===== src/rtl/hall_call_panel.sv =====
// rtl/hall_call_panel.sv - hall-call button front end: sync, debounce, press filter, lamp hold.
// Each of the 2*FLOORS buttons is an independent channel; channel c >= FLOORS is a down button.
module hall_call_panel #(
    parameter int FLOORS   = 6,
    parameter int FW       = 3,
    parameter int DEBOUNCE = 4
) (
    input  logic              clk,
    input  logic              rst_n,
    input  logic [0:FLOORS-1] raw_up,
    input  logic [0:FLOORS-1] raw_down,
    input  logic              svc_valid,
    input  logic [0:FW-1]     svc_floor,
    input  logic              svc_dir,
    output logic [0:FLOORS-1] req_up,
    output logic [0:FLOORS-1] req_down,
    output logic [0:FLOORS-1] lamp_up,
    output logic [0:FLOORS-1] lamp_down
);

    localparam int NCH = 2 * FLOORS;

    logic [NCH-1:0] w_req;
    logic [NCH-1:0] w_lamp;

    for (genvar c = 0; c < NCH; c++) begin : g_ch
        localparam int F     = c % FLOORS;
        localparam bit DN    = (c >= FLOORS);
        localparam bit VALID = DN ? (F != 0) : (F != FLOORS - 1);

        logic       w_raw;
        logic       w_deb_next;
        logic       w_press;
        logic       w_clr;
        logic       w_req_next;
        logic       r_s1;
        logic       r_s2;
        logic       r_deb;
        logic [3:0] r_cnt;
        logic       r_req;
        logic       r_lamp;

        assign w_raw      = DN ? raw_down[F] : raw_up[F];
        assign w_deb_next = (r_s2 != r_deb && r_cnt == 4'(DEBOUNCE - 1)) ? r_s2 : r_deb;
        assign w_press    = w_deb_next & ~r_deb;
        assign w_clr      = svc_valid & (svc_dir == DN) & (svc_floor == FW'(F));
        // Invalid buttons still debounce but can never request, so their lamp stays 0.
        assign w_req_next = w_press & VALID & ~r_lamp & ~w_clr;

        always_ff @(posedge clk or negedge rst_n) begin
            if (!rst_n) begin
                r_s1   <= 1'b0;
                r_s2   <= 1'b0;
                r_deb  <= 1'b0;
                r_cnt  <= 4'd0;
                r_req  <= 1'b0;
                r_lamp <= 1'b0;
            end else begin
                r_s1  <= w_raw;
                r_s2  <= r_s1;
                r_deb <= w_deb_next;
                if (r_s2 == r_deb) begin
                    r_cnt <= 4'd0;
                end else if (r_cnt == 4'(DEBOUNCE - 1)) begin
                    r_cnt <= 4'd0;
                end else begin
                    r_cnt <= r_cnt + 4'd1;
                end
                r_req  <= w_req_next;
                r_lamp <= (r_lamp | w_req_next) & ~w_clr;
            end
        end

        assign w_req[c]  = r_req;
        assign w_lamp[c] = r_lamp;
    end

    for (genvar f = 0; f < FLOORS; f++) begin : g_out
        assign req_up[f]    = w_req[f];
        assign req_down[f]  = w_req[FLOORS+f];
        assign lamp_up[f]   = w_lamp[f];
        assign lamp_down[f] = w_lamp[FLOORS+f];
    end

endmodule


===== config.mk =====
export PLATFORM = sky130hd
export DESIGN_NAME = hall_call_panel
export DESIGN_NICKNAME = d
export VERILOG_FILES = /design/src/rtl/hall_call_panel.sv
export SDC_FILE = /design/constraint.sdc
export NUM_CORES = 1
export LEC_CHECK = 0
export CAP_MARGIN = 20
export CORE_ASPECT_RATIO = 0.75
export CORE_MARGIN = 4
export CORE_UTILIZATION = 50
export CTS_BUF_LIST = sky130_fd_sc_hd__clkbuf_8 sky130_fd_sc_hd__clkbuf_16
export CTS_CLUSTER_DIAMETER = 120
export DETAILED_ROUTE_END_ITERATION = 16
export HOLD_SLACK_MARGIN = 0.03
export PLACE_DENSITY = 0.77
export SLEW_MARGIN = 10
export SYNTH_ARGS = -nofsm -noshare
export SYNTH_HDL_FRONTEND = slang
export SYNTH_SLANG_ARGS = --single-unit

===== constraint.sdc =====
create_clock -name clk -period 1.2 [get_ports clk]
set_input_delay 0.3 -clock clk [delete_from_list [all_inputs] [get_ports clk]]
set_output_delay 0.3 -clock clk [all_outputs]
set_load 0.02 [all_outputs]

==> metrics.yaml, run 1 <==
outcome: "finished, violations left"
violations: "setup timing"
yosysTopAreaCell: "dfrtp_1"
vdd_drop_max_uv: 1260
path_max_fanout: 3
post_drt_wl_per_cell_um: 14.6
placed_area_mm2: 0.00448
gp_congestion: 0.811
antenna_found_initial: 0
cp_slowest_cell: "dfrtp_1"
grt_max_degree: 26
timing_hold_violations_final: 0
clk_pin_slew_ps: 80
synthMuxAreaShare_pct: 2.99
dieArea_mm2: 0.00901
nNetsFinal: 423
ys_ff_latch: 92
synth_edf_count: 0
wl_um: 7310
async_reset_ff_share_pct: 100
insertion_delay_ps: 370
portBuffers: 38
rsz0062_at_grt: "yes"
globalRouteOverflowTotal: 0
num_rows: 27
viasPerCell: 5.00
cp.required_ps: 1450
die_y_um: 83.2
place_hpwl_um: 4940
fillers: 530
io_pins: 43
final_antenna_net_count: 0
synthTopCellsByArea: "dfrtp_1 (61%), buf_4 (4.8%), nand3b_1 (4.2%)"
grt_pass1_wl_um: 11800
synthAdderAreaFrac_pct: 3.32
ys_warn_count: 0
setup_slack_ps: -125
drtIter0Drc: 65
syn_avg_cell_area_um2: 12.7
die_w_um: 108
finalSetupViolCount: 34
synth_xor_area_share_pct: 4.64
period_minus_slack_ps: 1330
yosysSeqAreaShare_pct: 61.0
synth_commonest_cells: "dfrtp_1 (92), buf_4 (24), nand3b_1 (21), nor3_1 (20), a21oi_1 (17)"
timing_worst_setup_path_type: "flip-flop to flip-flop"
cts_made_buffers: 9
syn_area_mm2: 0.00377
synth_top_area_share_pct: 61.0
crit_arrival_ps: 1580
power_density_mw_per_mm2: 1890
dp_slack_ps: -416
fin_util_pct: 69.4
yosys.area_share.simple_pct: 17.6
slew_viol_final: 0
core_mm2: 0.00733
p_leak_uw: 0.00230
cp-end-kind: "flip-flop"
vias: 2502
grt_pass1_vias: 2548
setup.worst_path.start_class: "flip-flop"
grt_usage_pct: 17.2
synth-compound-area-share_pct: 4.41
yosysMostFrequentCell: "dfrtp_1"
h-tree-depth: 3
clk_path_buf_depth: 2
synth_top_family_by_area: "simple AND/OR/NAND/NOR gates"
synth_flop_cell: "dfrtp_1"
clock_sinks: 92
skew_ps: 9.31
hp-class: "flip-flop to flip-flop"
cts-root-buf: "clkbuf_8"
crit_path_start: "g_ch[4].r_cnt[1]$_DFF_PN0_"
finalCritPeriodShare_pct: 110
area_growth_pct: 34.8
tritoncts: "done"
start_util_pct: 51.5
final_cell_area_mm2: 0.00508
syn_inst: 296
clock.fmax_mhz: 755
worstPathCellList: "ha_2, nor3b_4, buf_4, mux2_4"
dr.pass1.iters: 4
hold_slack_ps: 353
drive_above_1_share_pct: 40.6
antennaDiodeCount: 0
r2r-start: "g_ch[4].r_cnt[1]$_DFF_PN0_"
synthDistinctLibCells: 27
cpPeakStageDelay_ps: 360
drc: 0
hold_start: "g_ch[4].r_s1$_DFF_PN0_"
maxCapViolations: 0
[worst max-delay path, delay by kind of cell, from the launching register on]
| kind | cells | cell delay, ps |
|---|---|---|
| adder cells (fa/ha/maj) | 1 | 180 |
| buffers and inverters | 1 | 150 |
| flip-flops | 1 | 360 |
| multiplexers | 1 | 290 |
| AND/OR/NAND/NOR | 1 | 230 |
[stage by stage]
step	std cells	TNS (ps)	power, uW
6_report	500	-1080	9610
5_1_grt	500	-3720	10300
4_1_cts	492	-1090	9450
3_5_place_dp	459	-8160	7120
3_3_place_gp	459	-7270	6960
2_1_floorplan	297	0	5900
[cells in the final DEF (no fill, tap or decap), drive strengths merged]
cell,count
nand3b,21
buf,95
o21a,1
or2b,2
nor2,14
dlygate4sd3,1
ha,10
a311oi,2
nand2b,10
nor4,1
dfrtp,92
a22oi,1
nor2b,10
o41a,1
a211oi,1
a21oi,17
nand3,11
clkdlybuf4s50,15
xor2,10
clkinv,3
a32oi,2
xnor2,10
clkinvlp,3
and2b,1
mux2,10
nand2,2
nor3b,11
inv,11
nor3,20
clkbuf,9
conb,2
[metal layers]
metal / share of wire [%] / vias to the layer above / global-route usage [%]
li1: - / 1186 / -
met1: 43 / 1258 / 21.4
met2: 50 / 46 / 26.8
met3: 4.4 / 12 / 6.60
met4: 2.2 / 0 / 6.88
met5: 0 / - / 0
[flip-flops by register name, indices dropped and copies added (netlist names)]
name	count
g_ch.r_cnt	40
g_ch.r_lamp	12
g_ch.r_deb	10
g_ch.r_req	10
g_ch.r_s1	10
g_ch.r_s2	10
[layout make-up]
| type | count | area, um2 | area share (%) |
|---|---|---|---|
| clock buffer | 9 | 124 | 2.44 |
| inverter | 10 | 37.5 | 0.738 |
| clock inverter | 7 | 45.0 | 0.886 |
| tap | 101 | 126 | 2.49 |
| sequential | 92 | 2300 | 45.3 |
| multi-input combinational | 170 | 1470 | 28.9 |
| timing repair buffer | 111 | 981 | 19.3 |
[what timing repair did]
item,4_1_cts,5_1_grt
endpoints found under the hold margin,18,0
buffers inserted,16,9
hold buffers,1,0
endpoints found under the setup margin,41,60
cloned,0,0
pin swaps,16,22
resized for setup,162,19
[cell families after synthesis]
family,after synthesis
xor+xnor,20
buf+inv,35
fa+ha+maj,10
simple gates,103
flops,92
compound gates,25
other cells,1
mux,10
[report_power, final]
| part | internal [uW] | total, uW | switching (uW) | leakage [uW] |
|---|---|---|---|---|
| Sequential | 3770 | 4270 | 501 | 0.00117 |
| Combinational | 2110 | 3540 | 1420 | 0.00104 |
| Clock | 739 | 1800 | 1060 | 0.0000824 |
| Total | 6620 | 9610 | 2980 | 0.00230 |
[worst paths after layout]
| path | end | slack (ps) | depth (start not counted) |
|---|---|---|---|
| max | g_ch[4].r_deb$_DFF_PN0_ | -130 | 4 |
| min | g_ch[4].r_s2$_DFF_PN0_ | 350 | 0 |
| max reg2reg | g_ch[4].r_deb$_DFF_PN0_ | -130 | 4 |
| min reg2reg | g_ch[4].r_s2$_DFF_PN0_ | 350 | 0 |
| max in group asynchronous | g_ch[7].r_cnt[1]$_DFF_PN0_ | 270 | 3 |
| min in group asynchronous | g_ch[1].r_deb$_DFF_PN0_ | 380 | 2 |
Power figures use the tool's default switching activity.
==> run 2: changes to the inputs <==
--- a/config.mk
+++ b/config.mk
@@ -8,12 +8,12 @@
 export CAP_MARGIN = 20
 export CORE_ASPECT_RATIO = 0.75
 export CORE_MARGIN = 4
-export CORE_UTILIZATION = 50
-export CTS_BUF_LIST = sky130_fd_sc_hd__clkbuf_8 sky130_fd_sc_hd__clkbuf_16
+export CORE_UTILIZATION = 52
+export CTS_BUF_LIST = sky130_fd_sc_hd__clkbuf_4
 export CTS_CLUSTER_DIAMETER = 120
 export DETAILED_ROUTE_END_ITERATION = 16
 export HOLD_SLACK_MARGIN = 0.03
-export PLACE_DENSITY = 0.77
+export PLACE_DENSITY_LB_ADDON = 0.12
 export SLEW_MARGIN = 10
 export SYNTH_ARGS = -nofsm -noshare
 export SYNTH_HDL_FRONTEND = slang
==> run 2 against run 1 <==
  * The run still ends with setup timing left
  * Flip-flop and latch count did not move
  * Combinational power rose by 6%
  * Via count fell by 0.64%
  * Clock skew rose by 5.7 ps
  * Wire length fell by 3.6%
  * Largest cell class unchanged
  * Largest power group unchanged
==> metrics.yaml, run 2 (synthesized netlist as in run 1, its figures left out) <==
outcome: "finished, violations left"
final_cell_mix: "dfrtp_1 (92), buf_4 (78), buf_6 (23)"
power_density_mw_per_mm2: 1870  # -1.2%
top_layer_used: "met4"
clock_sinks: 92  # unchanged
crit_arrival_ps: 1030  # -550 ps
die_w_um: 106  # -1.8%
cp.required_ps: 900  # -550 ps
cts_made_buffers: 9  # unchanged
clock.fmax_mhz: 753  # -0.21%
rsz0062_at_grt: "yes"
rr_endpoint: "g_ch[4].r_req$_DFF_PN0_"
top_register: "g_ch.r_cnt"
gp_congestion: 0.796  # -2.0%
top_regs: "g_ch.r_cnt (40), g_ch.r_lamp (12)"
num_rows: 26  # -3.7%
insertion_delay_ps: 430  # +60 ps
period_minus_slack_ps: 1330  # +2.76 ps
hp-class: "primary input to asynchronous set/reset pin"
dr.pass1.iters: 4  # unchanged
finalCritPeriodShare_pct: 111  # +0.23 points
dp_cells: 457  # -0.44%
finalSetupViolCount: 40  # +18%
r2r_cells: 4  # unchanged
grt_usage_pct: 17.7  # +0.50 points
viasPerCell: 4.91  # -1.8%
nNetsFinal: 432  # +2.1%
dp_slack_ps: -393  # +23.2 ps
grt_max_degree: 30  # +15%
wl_um: 7040  # -3.6%
p_leak_uw: 0.00234  # +1.7%
tritoncts: "done"
placed_area_mm2: 0.00450  # +0.36%
cpLargestDelayFamily: "flip-flops"
clk_pin_slew_ps: 140  # +60 ps
grt_pass1_vias: 2542  # -0.24%
skew_ps: 15.1  # +5.74 ps
timing_hold_violations_final: 0  # unchanged
place_hpwl_um: 4730  # -4.3%
maxCapViolations: 0  # unchanged
portBuffers: 38  # unchanged
globalRouteOverflowTotal: 0  # unchanged
r2r_setup_slack_ps: -70  # +60 ps
timing_worst_setup_path_type: "flip-flop to output port"
die_y_um: 81.8  # -1.8%
h-tree-depth: 3  # unchanged
largest_register_ffs: 40  # unchanged
cp_num_buf_inv: 1  # unchanged
setup.worst_path.start_class: "flip-flop"
grt_pass1_wl_um: 11800  # -0.70%
antennaDiodeCount: 0  # unchanged
stdcell_count: 506  # +1.2%
io_pins: 43  # unchanged
drive_above_1_share_pct: 42.4  # +1.8 points
slew_viol_final: 0  # unchanged
setup_tns_ps: -2230  # -1150 ps
cp-end-kind: "output port"
r2r-start: "g_ch[4].r_cnt[0]$_DFF_PN0_"
core_mm2: 0.00693  # -5.5%
start_util_pct: 54.4  # +3.0 points
worstPathCellList: "buf_6"
drtIter0Drc: 84  # +29%
violations: "setup timing"
final_common_cell: "dfrtp_1"
dieArea_mm2: 0.00870  # -3.5%
vias: 2486  # -0.64%
antenna_found_initial: 0  # unchanged
drc: 0  # unchanged
post_drt_wl_per_cell_um: 13.9  # -4.8%
cts-root-buf: "clkbuf_4"
setup_slack_ps: -128  # -2.76 ps
cp_slowest_cell: "dfrtp_1"
fin_util_pct: 74.4  # +5.0 points
dr_wl_met3_um: 317  # -2.2%
final_antenna_net_count: 0  # unchanged
area_growth_pct: 36.7
route.met2.wl_um: 3530  # -4.3%
path_max_fanout: 2  # -1
wirelength_met1_um: 3150  # +0.41%
final_cell_area_mm2: 0.00516  # +1.4%
clk_path_buf_depth: 2  # unchanged
cpPeakStageDelay_ps: 440  # +80 ps
vdd_drop_max_uv: 980  # -22%
[run 2: changes by cell type in the layout (fill, tap and decap cells not counted), sizes merged]
cell      change
clkinvlp      -2
inv           -1
buf           +9
clkinv        +2
bufinv        +1
[run 2: layout make-up]
| cell class | instances | area [um2] |
|---|---|---|
| clock buffers | 9 | 67.6 |
| clock inverters | 7 | 67.6 |
| fillers | 472 | 1770 |
| inverters | 10 | 37.5 |
| multi-input cells | 170 | 1490 |
| flip-flops and latches | 92 | 2300 |
| well taps | 98 | 123 |
| repair buffers | 120 | 1060 |
[run 2: routing by layer]
layer  GRT usage (%)  vias to the layer above
met5               0                        -
met4            5.69                        0
met3            6.05                        6
met2            28.6                       40
met1            22.7                     1239
li1                -                     1201
[run 2: per-stage QoR]
stage	total power (uW)	hold slack [ps]
6_report	9620	287
5_1_grt	10300	234
3_5_place_dp	7070	221
2_1_floorplan	5900	4.41
3_3_place_gp	6960	225
4_1_cts	9320	243
[run 2: power by group]
| part | switching (uW) | leakage [uW] | total (uW) | internal [uW] |
|---|---|---|---|---|
| sequential | 493 | 0.00117 | 4260 | 3760 |
| clock | 997 | 0.0000710 | 1620 | 625 |
| combinational | 1450 | 0.00109 | 3740 | 2290 |
| total | 2940 | 0.00234 | 9620 | 6680 |
[run 2: worst max path at each step]
stage,start,endpoint,cells after the start
3_5_place_dp,svc_floor[0],g_ch[6].r_lamp$_DFF_PN0_,3
2_1_floorplan,g_ch[4].r_cnt[0]$_DFF_PN0_,g_ch[4].r_deb$_DFF_PN0_,3
3_3_place_gp,svc_floor[0],g_ch[6].r_lamp$_DFF_PN0_,3
4_1_cts,g_ch[10].r_lamp$_DFF_PN0_,lamp_down[4],1
6_report,g_ch[10].r_lamp$_DFF_PN0_,lamp_down[4],1
5_1_grt,g_ch[10].r_lamp$_DFF_PN0_,lamp_down[4],1
[run 2: timing repair]
action | CTS | global route
gates resized for setup | 164 | 22
pin swaps | 14 | 20
setup endpoints to repair | 42 | 57
endpoints found under the hold margin | 78 | 0
setup buffers | 18 | 14
hold buffers | 1 | 0
==> run 3: changes to the inputs <==
--- a/config.mk
+++ b/config.mk
@@ -8,7 +8,7 @@
 export CAP_MARGIN = 20
 export CORE_ASPECT_RATIO = 0.75
 export CORE_MARGIN = 4
-export CORE_UTILIZATION = 52
+export CORE_UTILIZATION = 60
 export CTS_BUF_LIST = sky130_fd_sc_hd__clkbuf_4
 export CTS_CLUSTER_DIAMETER = 120
 export DETAILED_ROUTE_END_ITERATION = 16
==> constraint.sdc (replaced) <==
create_clock -name clk -period 1.6 [get_ports clk]
set_input_delay 0.4 -clock clk [delete_from_list [all_inputs] [get_ports clk]]
set_output_delay 0.4 -clock clk [all_outputs]
set_load 0.02 [all_outputs]
==> run 3 against run 2 <==
  * The flow now finishes without violations
  * Die area shrank 12%
  * Largest cell class unchanged
  * Combinational power shrank 59%
  * Total power shrank 38%
  * Final area shrank 16%
  * Worst setup slack gained 190 ps
  * Clock power shrank 25%
  * Via count shrank 13%
==> metrics.yaml, run 3 (synthesized netlist as in run 1, its figures left out) <==
outcome: "completed"
timing_worst_setup_path_type: "flip-flop to output port"
antennaDiodeCount: 0  # unchanged
drive_above_1_share_pct: 17.8  # -25 points
whs_path_depth: 0
power_density_mw_per_mm2: 1370  # -26%
portBuffers: 38  # unchanged
r2r_setup_slack_ps: 270  # +340 ps
hp-class: "flip-flop to flip-flop"
core_mm2: 0.00595  # -14%
final_antenna_net_count: 0  # unchanged
area_growth_pct: 14.6
crit_arrival_ps: 1140  # +110 ps
skew_ps: 12.1  # -2.93 ps
viasPerCell: 5.15  # +4.8%
cpLargestDelayFamily: "flip-flops"
finalCritPeriodShare_pct: 96.1
insertion_delay_ps: 420  # about the same
vias: 2168  # -13%
cpPeakStageDelay_ps: 440  # about the same
dieArea_mm2: 0.00763  # -12%
drc: 0  # unchanged
finalSetupViolCount: 0  # -100%
grt_pass1_wl_um: 10100  # -14%
hold_start: "g_ch[1].r_s1$_DFF_PN0_"
drtIter0Drc: 37  # -56%
wl_um: 5680  # -19%
clk_pin_slew_ps: 140  # about the same
path_max_fanout: 3  # +1
setup_slack_ps: 62.9  # +191 ps
clock.fmax_mhz: 651
rsz0062_at_grt: "no"
maxCapViolations: 0  # unchanged
globalRouteOverflowTotal: 0  # unchanged
cts-root-buf: "clkbuf_4"
final_common_cell: "dfrtp_1"
num_rows: 24  # -7.7%
worstPathCellList: "clkdlybuf4s15_2"
final_cell_mix: "dfrtp_1 (92), nand3b_1 (21), nor3_1 (20)"
vdd_drop_max_uv: 727  # -26%
start_util_pct: 63.4  # +9.0 points
clock_sinks: 92  # unchanged
r2r-start: "g_ch[4].r_cnt[0]$_DFF_PN0_"
p_leak_uw: 0.00199  # -15%
cp-end-kind: "output port"
period_minus_slack_ps: 1540
grt_max_degree: 40  # +33%
post_drt_wl_per_cell_um: 13.5  # -3.1%
nNetsFinal: 367  # -15%
cp.required_ps: 1200  # +300 ps
setup.worst_path.start_class: "flip-flop"
h-tree-depth: 3  # unchanged
dr.pass1.iters: 4  # unchanged
gp_congestion: 0.756  # -4.9%
cts_made_buffers: 9  # unchanged
top_regs: "g_ch.r_cnt (40), g_ch.r_lamp (12)"
dp_slack_ps: -94.3  # +299 ps
cp_slowest_cell: "dfrtp_1"
io_pins: 43  # unchanged
antenna_found_initial: 0  # unchanged
cp_num_buf_inv: 1  # unchanged
slew_viol_final: 0  # unchanged
die_w_um: 99.6  # -6.4%
clk_path_buf_depth: 2  # unchanged
place_hpwl_um: 4150  # -12%
grt_usage_pct: 16.9  # -0.78 points
r2r_cells: 4  # unchanged
holdPathEnd: "g_ch[1].r_s2$_DFF_PN0_"
grt_pass1_vias: 2245  # -12%
fillers: 415  # -12%
rr_endpoint: "g_ch[4].r_req$_DFF_PN0_"
power_uw: 5940  # -38%
timing_hold_violations_final: 0  # unchanged
tritoncts: "done"
top_register: "g_ch.r_cnt"
largest_register_ffs: 40  # unchanged
die_y_um: 76.7  # -6.2%
-- run 3: how the worst max path moves through the flow --
stage | cells past startpoint | slack (ps) | start | end
floorplan | 3 | 410 | g_ch[4].r_cnt[0]$_DFF_PN0_ | g_ch[4].r_deb$_DFF_PN0_
global placement | 5 | -80 | svc_floor[0] | g_ch[7].r_lamp$_DFF_PN0_
detailed placement | 5 | -90 | svc_floor[0] | g_ch[7].r_req$_DFF_PN0_
CTS | 1 | 1 | g_ch[0].r_lamp$_DFF_PN0_ | lamp_up[0]
global route | 1 | 0.9 | g_ch[3].r_lamp$_DFF_PN0_ | lamp_up[3]
finish | 1 | 60 | g_ch[2].r_lamp$_DFF_PN0_ | lamp_up[2]
-- run 3: power by group --
part / internal (uW) / total (uW) / switching [uW]
Clock: 469 / 1220 / 750
Combinational: 770 / 1540 / 769
Sequential: 2820 / 3180 / 358
Total: 4060 / 5940 / 1880
-- run 3: final cells by class --
class	count	area, um2	share of cell area (%)
Clock buffer	9	67.6	1.56
Timing Repair Buffer	55	500	11.6
Clock inverter	7	66.3	1.53
Inverter	10	37.5	0.868
Tap cell	78	97.6	2.26
Sequential cell	92	2300	53.3
Multi-Input combinational cell	170	1250	28.9
-- run 3: what timing repair did --
action	CTS	global route
endpoints found under the setup margin	22	11
resized for setup	31	12
buffers inserted	0	1
hold endpoints to repair	24	0
hold buffers	1	0
-- run 3: routing by layer --
layer | vias to the layer above | part of all wire (%) | track usage, %
met1 | 1056 | 46 | 21.2
met4 | 0 | 1.1 | 6.14
met2 | 31 | 48 | 27.5
met5 | - | 0 | 0
li1 | 1074 | - | -
met3 | 7 | 4.2 | 5.44
-- run 3: stage by stage --
step | utilization [%] | TNS, ps | instances | cell area, um2 | hold WS, ps
after detailed placement | 70.7 | -1020 | 403 | 4200 | 336
after CTS | 72.9 | 0 | 420 | 4330 | 361
after floorplan | - | 0 | 297 | 3780 | 104
final | 72.7 | 0 | 421 | 4320 | 362
after global placement | 70.7 | -719 | 403 | 4200 | 334
after global routing | 72.7 | 0 | 421 | 4320 | 354
